### src/rtl/branch_predictor.sv
// branch_predictor: per-PC 2-bit saturating counter BHT with perf counters; define BRANCH_PREDICTOR_GSHARE_EN for GHR-hashed indexing
module branch_predictor #(
  parameter int IDX_BITS = 4,
  parameter int HIST_BITS = 4,
  parameter logic [1:0] INIT_STATE = 2'b10
) (
  input  logic                clk_i,
  input  logic                rst_n_i,
  input  logic [31:0]         lookup_pc_i,
  output logic                predict_o,
  output logic [IDX_BITS-1:0] predict_idx_o,
  input  logic                upd_valid_i,
  input  logic [IDX_BITS-1:0] upd_idx_i,
  input  logic                upd_taken_i,
  input  logic                upd_predict_i,
  output logic                mispredict_o,
  output logic [31:0]         branch_cnt_o,
  output logic [31:0]         mispredict_cnt_o
);
  localparam int N = 1 << IDX_BITS;
  logic [1:0] tbl_q [N];
  logic [1:0] cnt_q, cnt_d;
  logic [31:0] branch_cnt_q, branch_cnt_d, mispredict_cnt_q, mispredict_cnt_d;
  logic [IDX_BITS-1:0] base_idx;
  logic unused_pc;
  assign base_idx = lookup_pc_i[IDX_BITS+1:2];
  assign unused_pc = ^{lookup_pc_i[31:IDX_BITS+2], lookup_pc_i[1:0]};
`ifdef BRANCH_PREDICTOR_GSHARE_EN
  logic [HIST_BITS-1:0] ghr_q, ghr_d;
  assign predict_idx_o = base_idx ^ IDX_BITS'(ghr_q);
  assign ghr_d = upd_valid_i ? HIST_BITS'({ghr_q, upd_taken_i}) : ghr_q;
  // global history shifts in each resolved outcome
  always_ff @(posedge clk_i or negedge rst_n_i)
    if (!rst_n_i) ghr_q <= '0;
    else ghr_q <= ghr_d;
`else
  localparam int unused_hist = HIST_BITS;
  assign predict_idx_o = base_idx;
`endif
  assign predict_o = tbl_q[predict_idx_o][1];
  assign mispredict_o = upd_valid_i & (upd_taken_i != upd_predict_i);
  assign branch_cnt_o = branch_cnt_q;
  assign mispredict_cnt_o = mispredict_cnt_q;
  // saturating step of the entry being trained and of both perf counters
  always_comb begin
    cnt_q = tbl_q[upd_idx_i];
    cnt_d = upd_taken_i ? ((&cnt_q) ? cnt_q : cnt_q + 2'd1) : ((|cnt_q) ? cnt_q - 2'd1 : cnt_q);
    branch_cnt_d = (upd_valid_i && !(&branch_cnt_q)) ? branch_cnt_q + 32'd1 : branch_cnt_q;
    mispredict_cnt_d = (mispredict_o && !(&mispredict_cnt_q)) ? mispredict_cnt_q + 32'd1 : mispredict_cnt_q;
  end
  // table trains only the entry named by upd_idx_i; no write-to-read bypass
  always_ff @(posedge clk_i or negedge rst_n_i)
    if (!rst_n_i) begin
      for (int i = 0; i < N; i++) tbl_q[i] <= INIT_STATE;
    end else if (upd_valid_i) begin
      tbl_q[upd_idx_i] <= cnt_d;
    end
  // performance counters
  always_ff @(posedge clk_i or negedge rst_n_i)
    if (!rst_n_i) begin
      branch_cnt_q <= '0;
      mispredict_cnt_q <= '0;
    end else begin
      branch_cnt_q <= branch_cnt_d;
      mispredict_cnt_q <= mispredict_cnt_d;
    end
endmodule
### config.mk
export PLATFORM = sky130hd
export DESIGN_NAME = branch_predictor
export DESIGN_NICKNAME = d
export VERILOG_FILES = /design/src/rtl/branch_predictor.sv
export SDC_FILE = /design/constraint.sdc
export NUM_CORES = 1
export LEC_CHECK = 0
export CAP_MARGIN = 15
export CORE_ASPECT_RATIO = 0.75
export CORE_UTILIZATION = 54
export DETAILED_ROUTE_END_ITERATION = 12
export PLACE_DENSITY = 0.88
export SYNTH_ARGS = -nofsm -noshare
export SYNTH_HDL_FRONTEND = slang
export SYNTH_SLANG_ARGS = --single-unit
### constraint.sdc
create_clock -name clk_i -period 6.25 [get_ports clk_i]
set_clock_uncertainty 0.15 [all_clocks]
set_input_delay 0.625 -clock clk_i [delete_from_list [all_inputs] [get_ports clk_i]]
set_output_delay 0.625 -clock clk_i [all_outputs]
set_load 0.02 [all_outputs]
==> Word level (Yosys, flattened, before mapping) <==
Cells that the tools add are included.
{ "classes": {"n_addsub": 4, "reduce_logical": 9, "n_mux": 12, "eq_ne": 1, "order_cmp": 3, "n_bitwise": 3} }
{ "ops": {"columns": ["operator", "n"], "rows": [
  ["adder 32 x 1 -> 32 bit (second input constant)", 2],
  ["AND reduction 32 bit", 2],
  ["bitwise mux 32 bit", 1],
  ["binary-select mux 2 bit (select 4 bit)", 2],
  ["2-to-1 mux 2 bit", 8],
  ["greater-or-equal comparator 5 bit (second input constant)", 2],
  ["NOT 4 -> 5 bit", 2],
  ["demux 2 bit (select 4 bit)", 1],
  ["< comparator 5 x 1 -> 1 bit (second input constant)", 1],
  ["logical AND 1 bit", 3],
  ["adder 2 x 1 -> 2 bit (second input constant)", 1],
  ["zero test 1 bit", 2],
  ["AND reduction 2 bit", 1],
  ["OR reduction 2 bit", 1],
  ["subtractor 2 x 1 -> 2 bit (second input constant)", 1],
  ["AND 1 bit", 1],
  ["!= test 1 bit", 1]
]} }
{ "word_totals": {"word_cells": 50, "regBits": 96, "output_inout_bits": 70} }

==> Logic depth before layout (Yosys ltp) <==
Gate-level depths: netlist of the first run.
{ "logic_depth": {"word_depth": 8, "depth_mapped": 10, "depth_no_buf": 7} }

==> Least setup slack after synthesis of the first run <==
Ideal clock, no wire load.
{ "synth_path": {"kind": "in2out", "start": "in lookup_pc_i[2]", "end": "out predict_o", "setup_slack_ns": 3.845, "stages": 2, "path_buffers": 0, "arrival_time_ns": 1.630, "required_time_ns": 5.475, "path_cell_list": "mux4_2 -> mux4_2"} }
{ "synth_between": {"elab_chain_cells": 4} }
{ "synth_lines": {"columns": ["item", "line", "text"], "rows": [
  ["start, declared", "9", "input logic [31:0] lookup_pc_i,"],
  ["NOT 4 -> 5 bit (not written as such)", "40", "assign predict_o = tbl_q[predict_idx_o][1];"],
  ["binary-select mux 2 bit (select 4 bit)", "40", null],
  ["2-to-1 mux 2 bit (not written as such) (2 in a row)", "40", null],
  ["end, declared", "10", "output logic predict_o,"]
]} }
Every way passes these cells. The select of a mux whose other input is x is not followed.

==> Final worst setup path of the first run <==
Ends and elaborated chain as after synthesis.

==> results of run 1 <==
[cells in the mapped netlist, types with 2 or more instances]
cell type | number | area (um2)
dfrtp_1 | 80 | 2002
nand2_1 | 50 | 187.7
xnor2_1 | 46 | 402.9
nor2_1 | 38 | 142.6
nand3_1 | 24 | 120.1
nand4_1 | 23 | 143.9
a21oi_1 | 16 | 80.08
dfstp_2 | 16 | 420.4
o21ai_0 | 16 | 80.08
xor2_1 | 16 | 140.1
and3_1 | 13 | 81.33
mux4_2 | 13 | 292.8
and4_1 | 10 | 87.58
nor3_1 | 10 | 50.05
inv_1 | 8 | 30.03
buf_4 | 6 | 45.04
clkbuf_1 | 6 | 22.52
and2_1 | 5 | 31.28
o31ai_1 | 4 | 30.03
a31oi_1 | 3 | 18.77
buf_2 | 3 | 15.01
and3_2 | 2 | 15.01
buf_6 | 2 | 22.52
ha_1 | 2 | 25.02
mux2i_1 | 2 | 20.02
nand2b_1 | 2 | 12.51
nor2_4 | 2 | 22.52
nor2b_1 | 2 | 12.51
o211ai_1 | 2 | 15.01
[sequential cells by signal, indices dropped and copies added (netlist names)]
name,flops
tbl_q,32
mispredict_cnt_o,32
branch_cnt_o,32
[final timing paths]
| check | slack (ns) | cells after the start | from | to |
|---|---|---|---|---|
| min in group clk_i | 0.33 | 2 | tbl_q[16]$_DFFE_PN0P_ | tbl_q[16]$_DFFE_PN0P_ |
| worst min register to register | 0.33 | 2 | tbl_q[16]$_DFFE_PN0P_ | tbl_q[16]$_DFFE_PN0P_ |
| worst min-delay path | 0.15 | 1 | rst_n_i | tbl_q[30]$_DFFE_PN0P_ |
| worst max-delay path | 2.60 | 4 | lookup_pc_i[2] | predict_o |
| worst max register to register | 3.53 | 6 | mispredict_cnt_o[0]$_DFFE_PN0P_ | mispredict_cnt_o[1]$_DFFE_PN0P_ |
| max in group asynchronous | 4.71 | 2 | rst_n_i | branch_cnt_o[0]$_DFFE_PN0P_ |
[power by group]
part	total, mW	switching (mW)	internal [mW]	leakage [nW]
Combinational	0.436	0.224	0.212	1.08
Clock	0.545	0.224	0.320	0.138
Sequential	0.856	0.103	0.753	1.23
[cell type report]
class	count	area, um2
fill	612	2590
sequential	96	2422
multi-input combinational	318	2183
timing repair buffer	84	833.3
clock buffer	11	242.7
tap	108	135.1
clock inverter	4	53.80
inverter	8	30.03
[layout by cell type, fill, tap and decap left out, drive strengths merged, types with 2 or more instances in the layout]
master         instances
nor3                  10
nor2b                  2
clkbuf                12
and4                  11
nand3                 24
inv                    9
mux2i                  2
nand4                 24
dfrtp                 80
o211ai                 2
mux4                  13
mux2                   2
ha                     2
buf                    2
a21oi                 17
and2                   6
nand2                 50
nand2b                 2
clkdlybuf4s50         81
clkinvlp               2
xor2                  16
o31ai                  5
nor2                  40
and3                  15
dfstp                 16
xnor2                 46
a31oi                  3
o21ai                 16
[stage by stage]
stage          instances  total power [mW]    util  hold slack (ns)
3_3_place_gp         613             1.270  0.6592           0.3078
5_1_grt              629             1.925  0.6950           0.2088
4_1_cts              628             1.848  0.6941           0.1720
2_1_floorplan        440             1.120       -           0.1794
3_5_place_dp         613             1.296  0.6592           0.3226
6_report             629             1.837  0.6950           0.1517
[metal layers]
| layer | up-vias | global-route usage |
|---|---|---|
| met1 | 1822 | 0.3655 |
| met3 | 8 | 0.05416 |
| met5 | - | 0 |
| met4 | 0 | 0.05502 |
| met2 | 139 | 0.3807 |
| li1 | 1708 | - |
[cell families (layout without fill, tap and decap cells)]
logic type,Yosys count,in the layout
AOI/OAI and AO/OA,47,47
xor gates and xnor gates,62,62
adders and majority gates,2,2
buffers and inverters,26,107
DFF,96,96
muxes,17,17
and+or+nand+nor,190,190
==> reports/results.ini, run 1 <==
[critical_path]
cpPeakStageDelay_ns=0.67
slowest_stage=clkdlybuf4s50_1
cp.arrival_ns=2.88
worst-path-buf-inv=2
crit_family=buffers and inverters
crit_path_start_kind=input pin
path_max_fanout=5
crit_required_ns=5.47
critPathCaptureType=primary output
crit_type=input pin to primary output
crit_chain=clkdlybuf4s50_1 > mux4_2 > mux4_2 > clkdlybuf4s50_1

[drt]
first_pass_iters=6
routed_wl_mm=10.70
antenna_left=0
dr_wl_met2_mm=5.110
vias=3677
wl_per_cell_um=17.01
dr_wl_met3_um=640
top_layer_used=met4
drt-met1-wl_mm=4.870
drtIter0Drc=223
vias_per_cell=5.846
drc=0

[synthesis]
synthXorXnorAreaFrac=0.1145
synthFlopType=dfrtp_1
syn-num-nets=483
synth_fa_ha_area_frac=0.005274
synth.cell_area_um2=4745
synth_compound_area_frac=0.06092
synth_top_family_by_area=simple AND/OR/NAND/NOR gates
avgSynthCellArea_um2=10.78
postSynth.asyncResetShare=1.000
yosys_warnings=0
ys_ff_latch=96
synthDistinctLibCells=47
ys_seq_area_frac=0.5105
synth_simple_gate_area_frac=0.2081
synth_edf_count=0
syn_inst=440
synth_mux_area_frac=0.07147

[timing]
fin_crit_ns=3.655
hold_violations=0
timing.fmax_mhz=273.6
finalSetupViolCount=0
setup_tns_ns=0
setup_slack_ns=2.595
worstMarginPinSlew_ns=0.8757
grt_setup_unrepaired=no
maxSlewHeadroom=0.4162
period_share=0.5847
drv_slew=0

[grt]
grt_pass1_vias=3539
antenna_found_initial=0
track_usage=0.2486
grt_pass1_wl_mm=17.54
grt_overflow=0
grt_max_degree=51

[clocking]
clock_latency_ns=0.33
cts_inserted_buffers=9
post_cts_resized=0
cts_hold_buffers=0
cts.sinks=96
clk_path_buf_depth=2
cts_max_level=3
post-cts-setup-buffers=0
cts_root_buf=clkbuf_16
cts_tree=yes
path_clk_slew_ns=0.07

[floorplanning]
top_level_ports=111
coreArea_um2=8491
die_area_um2=9169
die_y_um=83.18
fp.dieW_um=110.2
placementRows=29
initial_core_util=0.5588

[finish]
layout-drive-gt1-share=0.1152
final_area_um2=5901
areaGrowthSynthToFinish_pct=24.37
num_antenna_cells=0
nets=560

[placement]
port_buffers=82
placed_area_um2=5597
dpl.hpwl_mm=7.282
gp_congestion=0.8219
dp_slack_ns=2.503

[hold_path]
holdCritPathClass=input pin to asynchronous set/reset pin

[power]
powerDensity_nw_per_um2=311.3
peakVddDrop_mv=0.1640
p_leak_nw=2.447

[run_status]
status=finished clean

[flow_run]
cap_viol_max_count=0

Note: power is estimated with default switching activity, not from simulation.
==> run 2: changes to the inputs <==
CORE_UTILIZATION = 45   (was 54)
PLACE_DENSITY = 0.78   (was 0.88)
clock period = 3.25 ns   (was 6.25 ns; I/O delays follow)
==> run 2 against run 1 <==
  * Non-clock buffer count increased by 12
  * Sequential share of layout area shrank 0.98 points
  * Largest power group unchanged
  * Highest routed layer unchanged
  * Critical path type unchanged
  * Register-to-register slack lost 2.9 ns
==> reports/results.ini, run 2 (synthesis gave the netlist of run 1 again) <==
[run_status]
status=finished clean

[timing]
period_share=0.9302
timing.fmax_mhz=330.8
fin_crit_ns=3.023
drv_slew=0  ; unchanged
grt_setup_unrepaired=no
worstMarginPinSlew_ns=0.5911  ; -0.2846 ns
hold_violations=0  ; unchanged
setup_tns_ns=0  ; unchanged
maxSlewHeadroom=0.6018  ; +0.1856
finalSetupViolCount=0  ; unchanged

[drt]
routed_wl_mm=10.57  ; -1.2%
drtIter0Drc=194  ; -13%
first_pass_iters=4  ; -2
vias_per_cell=5.373  ; -8.1%
wl_per_cell_um=15.78  ; -7.2%
antenna_left=0  ; unchanged
drc=0  ; unchanged
vias=3600  ; -2.1%

[floorplanning]
initial_core_util=0.4629  ; -0.09591
fp.dieW_um=120.6  ; +9.4%
die_area_um2=10960  ; +20%
die_y_um=90.93  ; +9.3%
placementRows=32  ; +10%
top_level_ports=111  ; unchanged
coreArea_um2=10250  ; +21%

[finish]
layout-drive-gt1-share=0.1330  ; +0.01780
fill_cells=881  ; +44%
nets=572  ; +2.1%
mostFrequentLayoutCell=clkdlybuf4s50_1
num_antenna_cells=0  ; unchanged
areaGrowthSynthToFinish_pct=27.40
utilization=0.5897  ; -0.1052
final_cell_mix=clkdlybuf4s50_1, dfrtp_1, nand2_1

[clocking]
post-cts-setup-buffers=0  ; unchanged
path_clk_slew_ns=0.06  ; about the same
cts_tree=yes
cts_root_buf=clkbuf_16
cts.sinks=96  ; unchanged
cts_max_level=3  ; unchanged
clk_path_buf_depth=2  ; unchanged
clock_latency_ns=0.34  ; about the same
cts_inserted_buffers=9  ; unchanged

[hold_path]
holdCritPathClass=flop to flop
hp-start=tbl_q[12]$_DFFE_PN0P_

[grt]
grt_overflow=0  ; unchanged
antenna_found_initial=0  ; unchanged
track_usage=0.2103  ; -0.03834
grt_pass1_vias=3540  ; +0.028%
grt_max_degree=97  ; +90%
grt_pass1_wl_mm=17.87  ; +1.9%

[critical_path]
crit_family=buffers and inverters
crit_chain=clkdlybuf4s50_1 > mux4_2 > mux4_2 > clkdlybuf4s50_1
path_max_fanout=5  ; unchanged
cpPeakStageDelay_ns=0.65  ; -0.02 ns
cp.arrival_ns=2.55  ; -0.33 ns
rrSetupSlack_ns=0.61  ; -2.92 ns
crit_required_ns=2.77  ; -2.70 ns
slowest_stage=clkdlybuf4s50_1
crit_path_start_kind=input pin
crit_type=input pin to primary output
critPathCaptureType=primary output
reg2reg_from=mispredict_cnt_o[0]$_DFFE_PN0P_
crit_path_start=lookup_pc_i[2]
worst-path-buf-inv=2  ; unchanged

[placement]
port_buffers=82  ; unchanged
dpl.hpwl_mm=7.358  ; +1.0%
gp_congestion=0.7897  ; -3.9%

[power]
p_leak_nw=2.520  ; +3.0%
peakVddDrop_mv=0.3260  ; +99%
powerDensity_nw_per_um2=590.9  ; +90%

[flow_run]
cap_viol_max_count=0  ; unchanged

## run 2: cell count changes in the layout (fill, tap and decap cells not counted), sizes merged
cell,before,now
buf,2,14
clkbuf,12,13
clkinv,0,2
clkinvlp,2,0
dlygate4sd3,0,1
inv,9,8
## run 2: path summary, 6_finish.rpt
kind | cells past startpoint | endpoint
setup reg to reg | 8 | mispredict_cnt_o[3]$_DFFE_PN0P_
hold / removal | 2 | tbl_q[12]$_DFFE_PN0P_
max in group asynchronous | 3 | branch_cnt_o[4]$_DFFE_PN0P_
setup / recovery | 4 | predict_o
hold reg to reg | 2 | tbl_q[12]$_DFFE_PN0P_
min in group asynchronous | 3 | tbl_q[30]$_DFFE_PN0P_
## run 2: what timing repair did
item	CTS	global route
gates resized for setup	0	0
endpoints found under the hold margin	80	0
hold buffers	1	0
## run 2: layout make-up
| class | instances | area [um2] | area share |
|---|---|---|---|
| clock buffers | 13 | 260.3 | 0.04306 |
| clock inverters | 3 | 40.04 | 0.006624 |
| repair buffers | 96 | 938.4 | 0.1552 |
| well taps | 136 | 170.2 | 0.02815 |
| flip-flops and latches | 96 | 2422 | 0.4007 |
| multi-input cells | 318 | 2183 | 0.3612 |
| inverters | 8 | 30.03 | 0.004968 |
## run 2: metrics by stage
stage	instances	area [um2]	power [mW]	hold slack, ns	setup slack, ns
3_3_place_gp	653	5734	2.475	0.2661	0.2278
6_report	670	6045	3.572	0.3325	0.2269
5_1_grt	670	6045	3.760	0.3554	0.1392
2_1_floorplan	440	4745	2.155	-0.1206	0.8708
4_1_cts	670	6045	3.611	0.3377	0.2030
3_5_place_dp	653	5734	2.528	0.2704	0.2073
## run 2: power by group
group	switching, mW	internal, mW
logic	0.424	0.429
registers	0.205	1.45
clock network	0.428	0.636
## run 2: worst register-to-register path: stages, from the launching register on
cell and delay, ns:
dfrtp_1 0.44, ha_1 0.25, and3_1 0.29, and2_1 0.22, nand4b_1 0.15, o21a_1 0.44
buf_4 0.29, nand4_1 0.15, xnor2_1 0.15
## run 2: metal layers
layer,vias up,track usage,wire length [um]
met5,-,0,0
met4,0,0.06790,93
met3,9,0.05177,531
met2,89,0.3238,4992
met1,1767,0.2920,4955
li1,1735,-,-
==> run 3: changes to the inputs <==
ABC_AREA = 0   (was unset)
CORE_MARGIN = 2   (was unset)
==> run 3 against run 2 <==
  * Global-route usage is 1.4 points lower
  * Utilization shrank 0.39 points
  * Largest power group unchanged
  * First-iteration DRC count up 26%
  * Non-clock buffer count shrank 1
==> reports/results.ini, run 3 (synthesis gave the netlist of run 1 again) <==
[timing]
setup_tns_ns=0  ; unchanged
grt_setup_unrepaired=no
drv_slew=0  ; unchanged
hold_violations=0  ; unchanged
finalSetupViolCount=0  ; unchanged
period_share=0.9451  ; +0.01496
maxSlewHeadroom=0.6240  ; +0.02219
timing.fmax_mhz=325.6  ; -1.6%
worstMarginPinSlew_ns=0.5582  ; -0.03293 ns
fin_crit_ns=3.072  ; +0.04862 ns

[floorplanning]
die_y_um=92.93  ; +2.2%
placementRows=32  ; unchanged
initial_core_util=0.4611  ; -0.001801
fp.dieW_um=122.6  ; +1.7%
coreArea_um2=10290  ; +0.39%
die_area_um2=11390  ; +3.9%
top_level_ports=111  ; unchanged

[clocking]
path_clk_slew_ns=0.07  ; about the same
cts.sinks=96  ; unchanged
cts_tree=yes
cts_root_buf=clkbuf_16
cts_max_level=3  ; unchanged
clock_latency_ns=0.33  ; about the same
cts_inserted_buffers=9  ; unchanged
clk_path_buf_depth=2  ; unchanged

[critical_path]
crit_path_start_kind=input pin
rrSetupSlack_ns=0.69  ; +0.08 ns
cpPeakStageDelay_ns=0.68  ; +0.03 ns
cp.arrival_ns=2.60  ; +0.05 ns
slowest_stage=clkdlybuf4s50_1
path_max_fanout=5  ; unchanged
rr_worst_depth=8  ; unchanged
crit_path_start=lookup_pc_i[2]
crit_required_ns=2.77  ; about the same
reg2reg_from=mispredict_cnt_o[0]$_DFFE_PN0P_
crit_chain=clkdlybuf4s50_1 > mux4_2 > mux4_2 > clkdlybuf4s50_1
critPathCaptureType=primary output
regToRegEndpoint=mispredict_cnt_o[10]$_DFFE_PN0P_
crit_type=input pin to primary output

[flow_run]
cap_viol_max_count=0  ; unchanged

[hold_path]
worstHoldEndpoint=tbl_q[16]$_DFFE_PN0P_
holdCritPathClass=flop to flop
whs_path_depth=2  ; unchanged
hp-start=tbl_q[16]$_DFFE_PN0P_

[run_status]
status=finished clean

[finish]
multiInputGateArea_um2=2183  ; unchanged
final_area_um2=6028  ; -0.27%
layout-drive-gt1-share=0.1313  ; -0.001627
mostFrequentLayoutCell=clkdlybuf4s50_1
final_cell_mix=clkdlybuf4s50_1, dfrtp_1, nand2_1
regArea_um2=2422  ; unchanged
areaGrowthSynthToFinish_pct=27.06
num_antenna_cells=0  ; unchanged
instances_no_fill=669  ; -0.15%
nets=571  ; -0.17%
fill_cells=842  ; -4.4%

[grt]
met2_usage=0.3023  ; -0.02144
use_met3=0.04249  ; -0.009280
busiest_layer=met2
grt_overflow=0  ; unchanged
grt_pass1_vias=3587  ; +1.3%
antenna_found_initial=0  ; unchanged
use_met1=0.2850  ; -0.007043
track_usage=0.1963  ; -0.01405
grt_pass1_wl_mm=17.75  ; -0.66%
grt_max_degree=58  ; -40%

[drt]
antenna_left=0  ; unchanged
routed_wl_mm=10.60  ; +0.26%
vias=3678  ; +2.2%
first_pass_iters=4  ; unchanged
drtIter0Drc=245  ; +26%
vias_per_cell=5.498  ; +2.3%
wl_per_cell_um=15.84  ; +0.41%
drc=0  ; unchanged

[placement]
placed_area_um2=5727  ; -0.13%
port_buffers=82  ; unchanged
gp_congestion=0.8161  ; +3.3%
dpl.hpwl_mm=7.587  ; +3.1%
dp_cells=652  ; -0.15%

[power]
p_leak_nw=2.502  ; -0.74%
p_total_mw=3.535  ; -1.0%
peakVddDrop_mv=0.3511  ; +7.7%
powerDensity_nw_per_um2=586.4  ; -0.78%

-- run 3: area by class of cell --
type	count	share of cell area
sequential	96	0.4018
multi-input combinational	318	0.3622
timing repair buffer	95	0.1544
clock buffer	11	0.03861
tap	136	0.02823
clock inverter	5	0.009755
inverter	8	0.004981
-- run 3: through the flow --
step | worst slack (ns) | hold WS, ns | util
final | 0.1783 | 0.3357 | 0.5858
after global routing | 0.1041 | 0.3501 | 0.5858
after CTS | 0.1553 | 0.3347 | 0.5858
after detailed placement | 0.1595 | 0.1839 | 0.5565
after global placement | 0.1999 | 0.1773 | 0.5565
after floorplan | 0.8708 | -0.1206 | -
-- run 3: worst max-delay path by stage --
stage | cells after the start | endpoint | slack (ns)
after floorplan | 10 | mispredict_cnt_o[10]$_DFFE_PN0P_ | 0.87
after global placement | 4 | predict_o | 0.20
after detailed placement | 4 | predict_o | 0.16
after CTS | 4 | predict_o | 0.16
after global routing | 4 | predict_o | 0.10
final | 4 | predict_o | 0.18
-- run 3: routing by layer --
| metal | vias to the layer above | wire length (um) |
|---|---|---|
| li1 | 1729 | - |
| met1 | 1847 | 4923 |
| met2 | 95 | 5104 |
| met3 | 7 | 496 |
| met4 | 0 | 75 |
| met5 | - | 0 |
-- run 3: power by group --
group	internal, mW	switching [mW]
clock network	0.597	0.439
logic	0.427	0.419
registers	1.45	0.204
-- run 3: worst max-delay path: cells and delay by family --
kind / cells / cell delay, ns
buf+inv: 2 / 1.23
mux: 2 / 1.04
-- run 3: timing repair --
action,CTS,global route
hold endpoints to repair,23,0
buffers inserted,0,0
hold buffers,1,0
resized for setup,0,0
setup endpoints to repair,0,0
